File: src/rtl/div_dispatcher.sv
// div_dispatcher: queues unsigned operand pairs and runs them one at a time
// through an external multi-cycle divider. Results go downstream in push order.
// At most one division is in flight.
// Optional build macro DIV_ZERO_BYPASS_EN: a pair with a zero divisor skips the
// divider. It is answered directly with quotient all-ones, remainder = dividend
// and out_dbz = 1.
//
// Handshake semantics, used on both sides: a transfer happens on a rising edge
// where valid && ready. The sender holds valid and payload until that edge.
// in_ready depends only on queue occupancy, and never on a pop in the same cycle.
// out_valid is held, with outputs stable, until out_ready is seen.
module div_dispatcher #(
  parameter int FIFO_DEPTH = 4
) (
  input  logic        clk,
  input  logic        rst,
  input  logic        in_valid,
  output logic        in_ready,
  input  logic [31:0] in_dividend,
  input  logic [31:0] in_divisor,
  output logic        div_start,
  output logic [31:0] div_dividend,
  output logic [31:0] div_divisor,
  input  logic        div_done,
  input  logic [31:0] div_quotient,
  input  logic [31:0] div_remainder,
  output logic        out_valid,
  input  logic        out_ready,
  output logic [31:0] out_quotient,
  output logic [31:0] out_remainder,
  output logic        out_dbz
);

  localparam int PTR_W = (FIFO_DEPTH > 1) ? $clog2(FIFO_DEPTH) : 1;
  localparam logic [PTR_W:0] FULL_COUNT = (PTR_W + 1)'(FIFO_DEPTH);
  localparam logic [PTR_W:0] ONE_COUNT  = (PTR_W + 1)'(1);
  localparam logic [PTR_W-1:0] ONE_PTR  = PTR_W'(1);

  typedef enum logic [1:0] {
    S_IDLE  = 2'd0,
    S_START = 2'd1,
    S_WAIT  = 2'd2,
    S_OUT   = 2'd3
  } state_t;

  // Current FSM state, kept as a named signal so checkers can bind to it.
  state_t state;

  // Operand-pair queue storage and bookkeeping.
  logic [31:0]    fifo_dividend [FIFO_DEPTH];
  logic [31:0]    fifo_divisor  [FIFO_DEPTH];
  logic [PTR_W-1:0] wr_ptr;
  logic [PTR_W-1:0] rd_ptr;
  logic [PTR_W:0]   count;

  logic        fifo_full;
  logic        fifo_empty;
  logic        push;
  logic        pop;
  logic [31:0] head_dividend;
  logic [31:0] head_divisor;

  assign fifo_full     = (count == FULL_COUNT);
  assign fifo_empty    = (count == '0);
  assign in_ready      = !fifo_full;
  assign push          = in_valid && !fifo_full;
  // Only the IDLE state consumes the head; an empty queue is never popped.
  assign pop           = (state == S_IDLE) && !fifo_empty;
  assign head_dividend = fifo_dividend[rd_ptr];
  assign head_divisor  = fifo_divisor[rd_ptr];

  // Queue payload write; contents need no reset because count guards reads.
  always_ff @(posedge clk) begin
    if (push) begin
      fifo_dividend[wr_ptr] <= in_dividend;
      fifo_divisor[wr_ptr]  <= in_divisor;
    end
  end

  // Queue pointers and occupancy; pointers wrap naturally (power-of-two depth).
  always_ff @(posedge clk) begin
    if (rst) begin
      wr_ptr <= '0;
      rd_ptr <= '0;
      count  <= '0;
    end else begin
      if (push) begin
        wr_ptr <= wr_ptr + ONE_PTR;
      end
      if (pop) begin
        rd_ptr <= rd_ptr + ONE_PTR;
      end
      case ({push, pop})
        2'b10:   count <= count + ONE_COUNT;
        2'b01:   count <= count - ONE_COUNT;
        default: count <= count;
      endcase
    end
  end

  // Dispatch FSM with registered divider-side and downstream-side outputs.
  always_ff @(posedge clk) begin
    if (rst) begin
      state         <= S_IDLE;
      div_start     <= 1'b0;
      div_dividend  <= '0;
      div_divisor   <= '0;
      out_valid     <= 1'b0;
      out_quotient  <= '0;
      out_remainder <= '0;
      out_dbz       <= 1'b0;
    end else begin
      // Start is a single-cycle pulse; it is raised only on entry to START.
      div_start <= 1'b0;
      case (state)
        S_IDLE: begin
          if (!fifo_empty) begin
            // Operands stay in these registers untouched until the next pop,
            // so the divider sees them stable for the whole operation.
            div_dividend <= head_dividend;
            div_divisor  <= head_divisor;
`ifdef DIV_ZERO_BYPASS_EN
            if (head_divisor == 32'd0) begin
              out_quotient  <= 32'hFFFF_FFFF;
              out_remainder <= head_dividend;
              out_dbz       <= 1'b1;
              out_valid     <= 1'b1;
              state         <= S_OUT;
            end else begin
              div_start <= 1'b1;
              state     <= S_START;
            end
`else
            div_start <= 1'b1;
            state     <= S_START;
`endif
          end
        end
        S_START: begin
          state <= S_WAIT;
        end
        S_WAIT: begin
          // div_done is only looked at here; elsewhere it is ignored.
          if (div_done) begin
            out_quotient  <= div_quotient;
            out_remainder <= div_remainder;
            out_dbz       <= (div_divisor == 32'd0);
            out_valid     <= 1'b1;
            state         <= S_OUT;
          end
        end
        S_OUT: begin
          if (out_ready) begin
            out_valid <= 1'b0;
            state     <= S_IDLE;
          end
        end
        default: begin
          state <= S_IDLE;
        end
      endcase
    end
  end

endmodule

File: config.mk
export PLATFORM = sky130hd
export DESIGN_NAME = div_dispatcher
export DESIGN_NICKNAME = d
export VERILOG_FILES = /design/src/rtl/div_dispatcher.sv
export SDC_FILE = /design/constraint.sdc
export NUM_CORES = 1
export LEC_CHECK = 0
export CAP_MARGIN = 20
export CORE_UTILIZATION = 45
export CTS_BUF_LIST = sky130_fd_sc_hd__clkbuf_16
export CTS_CLUSTER_SIZE = 30
export DETAILED_ROUTE_END_ITERATION = 10
export PLACE_DENSITY = 0.7
export REMOVE_ABC_BUFFERS = 1
export SLEW_MARGIN = 20
export SYNTH_ARGS = -nofsm -noshare
export SYNTH_HDL_FRONTEND = slang
export SYNTH_SLANG_ARGS = --single-unit
File: constraint.sdc
create_clock -name clk -period 3.1 [get_ports clk]
set_input_delay 0.62 -clock clk [delete_from_list [all_inputs] [get_ports clk]]
set_output_delay 0.62 -clock clk [all_outputs]
set_load 0.1 [all_outputs]
==> results.txt <==
WS Path Type -> flip-flop to flip-flop
Routed via count -> 8,681
Final ANT Viol Nets -> 0
DR vias/cell -> 5.15
Power Density -> 999 mW/mm^2
Hold_buf cts -> 0
Unique masters post-synth -> 36
Clock skew -> 22.6 ps
Critical Path Max Stage Delay -> 550 ps
Filler cells -> 2,534
Worst slew pin tran -> 846 ps
Mapped Avg Cell Area -> 14.7 sq um
Post-CTS Setup Inserts -> 0
Worst Path Arrival -> 2860 ps
Area fraction of the dominant cell type after synthesis -> 53.5%
Final nets -> 1,393
Most common cell after layout, fill and taps aside -> nand2_1
Vias in the first global route -> 8,800
Mapped Area -> 0.0144 sq mm
Core ar. -> 0.0315 sq mm
Synth area leaders -> edfxtp_1, dfxtp_1, mux4_2
Synth-to-layout area growth -> 28.9%
Slowest library cell on the worst path -> or3b_1
Max-cap violations -> 0
Number of I/O port buffers -> 264
Top FF cell, synth -> edfxtp_1
Die Width -> 181 microns
Iter 0 DRT Violations -> 425
CTS tree -> yes
Post-synth EDFFs -> 256
WL final -> 32,300 microns
DPL Wire Length -> 20,700 microns
Clk slew on worst S/H paths -> 50 ps
Global-route wire length before repair -> 50,300 microns
WL per Instance -> 19.2 microns
Later-pin clock latency in the skew report -> 530 ps
Final Hold Vio Count -> 0
Cells after synthesis -> 981
Gpl congestion -> 0.752
Synth area leader -> edfxtp_1
CTS H-tree lvls -> 2
Synth warnings -> 0
Async S/R FF share, synth -> 0%
TritonCTS Buffers -> 42
Die footprint -> 0.0327 sq mm
Worst endpoint required time -> 3530 ps
CTS root buf -> clkbuf_16
Run status -> finished clean
Final period utilization -> 78.4%
Share of cells above drive strength 1 -> 22.1%
DR DRC count -> 0
Crit-path cells -> or3b_1, nand2_1, ha_1, inv_1, fa_1, xor2_1, or3_1, a21oi_1
Setup_tns -> 0 ps
Critical path endpoint category -> flip-flop
Rel. slew slack -> 43.6%
Initial Util -> 45.7%
Startpoint Class -> flip-flop
Largest net degree at the start of global routing -> 68
I/O pin count -> 265
Worst Hold Class -> flip-flop to flip-flop
Leak pwr -> 0.00645 uW
First-pass DRT Iterations -> 4
Setup Viol. Count Final -> 0
Clock Tree Buf Depth -> 3
Synth Register Bits -> 396
DIE HEIGHT -> 181 microns
# rows -> 65
Unrepaired setup endpoints after global routing -> false
Total track usage -> 20.1%
Grt ovf -> 0
Clk sink count -> 396
Clock period minus worst slack -> 2430 ps
Max Slew Vio Count -> 0
Fmax -> 0.411 GHz
Resize count post-CTS -> 0
Worst vdd ir -> 0.883 mV
Post-synthesis sequential area ratio -> 73.0%
Most frequent cells in the layout -> nand2_1, edfxtp_1, buf_4, dfxtp_1, a21oi_1
Crit-path max FO -> 10
Antenna violations before repair -> 2
WHS -> 453 ps
# diodes -> 0
==> state kept, by name, indices dropped and copies added, names as in the netlist <==
register,flops
state,2
div_divisor,32
count,3
out_dbz,1
out_valid,1
fifo_divisor,128
div_start,1
div_dividend,32
out_quotient,32
wr_ptr,2
rd_ptr,2
out_remainder,32
fifo_dividend,128
==> synthesized netlist by cell type, types with 3 or more instances <==
cell type  instances
a21oi_1          136
and3_1             4
buf_1             10
buf_2             16
buf_4              7
buf_6              5
clkbuf_1          22
dfxtp_1          140
edfxtp_1         256
ha_1               9
inv_1              8
mux4_2            64
nand2_1          258
nand3_1            4
nand4_1            3
nor2_1             7
nor4_1             7
==> per-stage QoR <==
| step | power (uW) | std cells | setup slack, ps | instance area [sq um] | utilization, % |
|---|---|---|---|---|---|
| 3_3_place_gp | 13900 | 1608 | 521 | 17200 | 54.7 |
| 3_5_place_dp | 14000 | 1608 | 487 | 17200 | 54.7 |
| 4_1_cts | 18800 | 1685 | 668 | 18500 | 58.8 |
| 2_1_floorplan | 12100 | 921 | -605 | 14100 | - |
| 6_report | 18500 | 1685 | 669 | 18500 | 58.8 |
| 5_1_grt | 19300 | 1685 | 463 | 18500 | 58.8 |
==> area by class of cell <==
type	count	area, sq um	share of cell area (%)
Clock inverter	33	216	1.17
Multi-Input combinational cell	515	3560	19.2
Tap cell	402	503	2.72
Clock buffer	44	1100	5.95
Sequential cell	396	10500	56.7
Inverter	10	37.5	0.203
Timing Repair Buffer	285	2610	14.1
==> cell families after synthesis <==
kind of cell,synth area share [%]
compound gates,5.28
xor+xnor,0.183
fa+ha+maj,0.923
buf+inv,2.41
flops,73.0
mux,10.0
simple gates,8.18
==> critical path: cells and delay by family (launching register included) <==
kind	cells	cell delay [ps]
adder cells (fa/ha/maj)	2	570
XOR/XNOR	1	160
AO/OA/AOI/OAI	1	150
buffers and inverters	1	60
flip-flops	1	430
AND/OR/NAND/NOR	3	990
==> routing by layer <==
layer	up-vias	track usage [%]	wire, microns
li1	4113	-	-
met1	4242	25.1	13400
met2	281	34.3	15800
met3	43	5.72	2570
met4	2	4.99	542
met5	-	0	17
==> path summary, 6_finish.rpt <==
kind | from | to | slack (ps) | cells past startpoint
worst max-delay path | count[2] | count[2] | 670 | 8
worst min-delay path | out_remainder[5] | out_remainder[5] | 450 | 2
worst max register to register | count[2] | count[2] | 670 | 8
worst min register to register | out_remainder[5] | out_remainder[5] | 450 | 2
==> power breakdown <==
part	total (uW)	internal, uW	switching (uW)
clock	4720	2800	1920
sequential	6880	6450	433
combinational	6900	1770	5130
No activity file was read; power rests on OpenSTA's default activity.
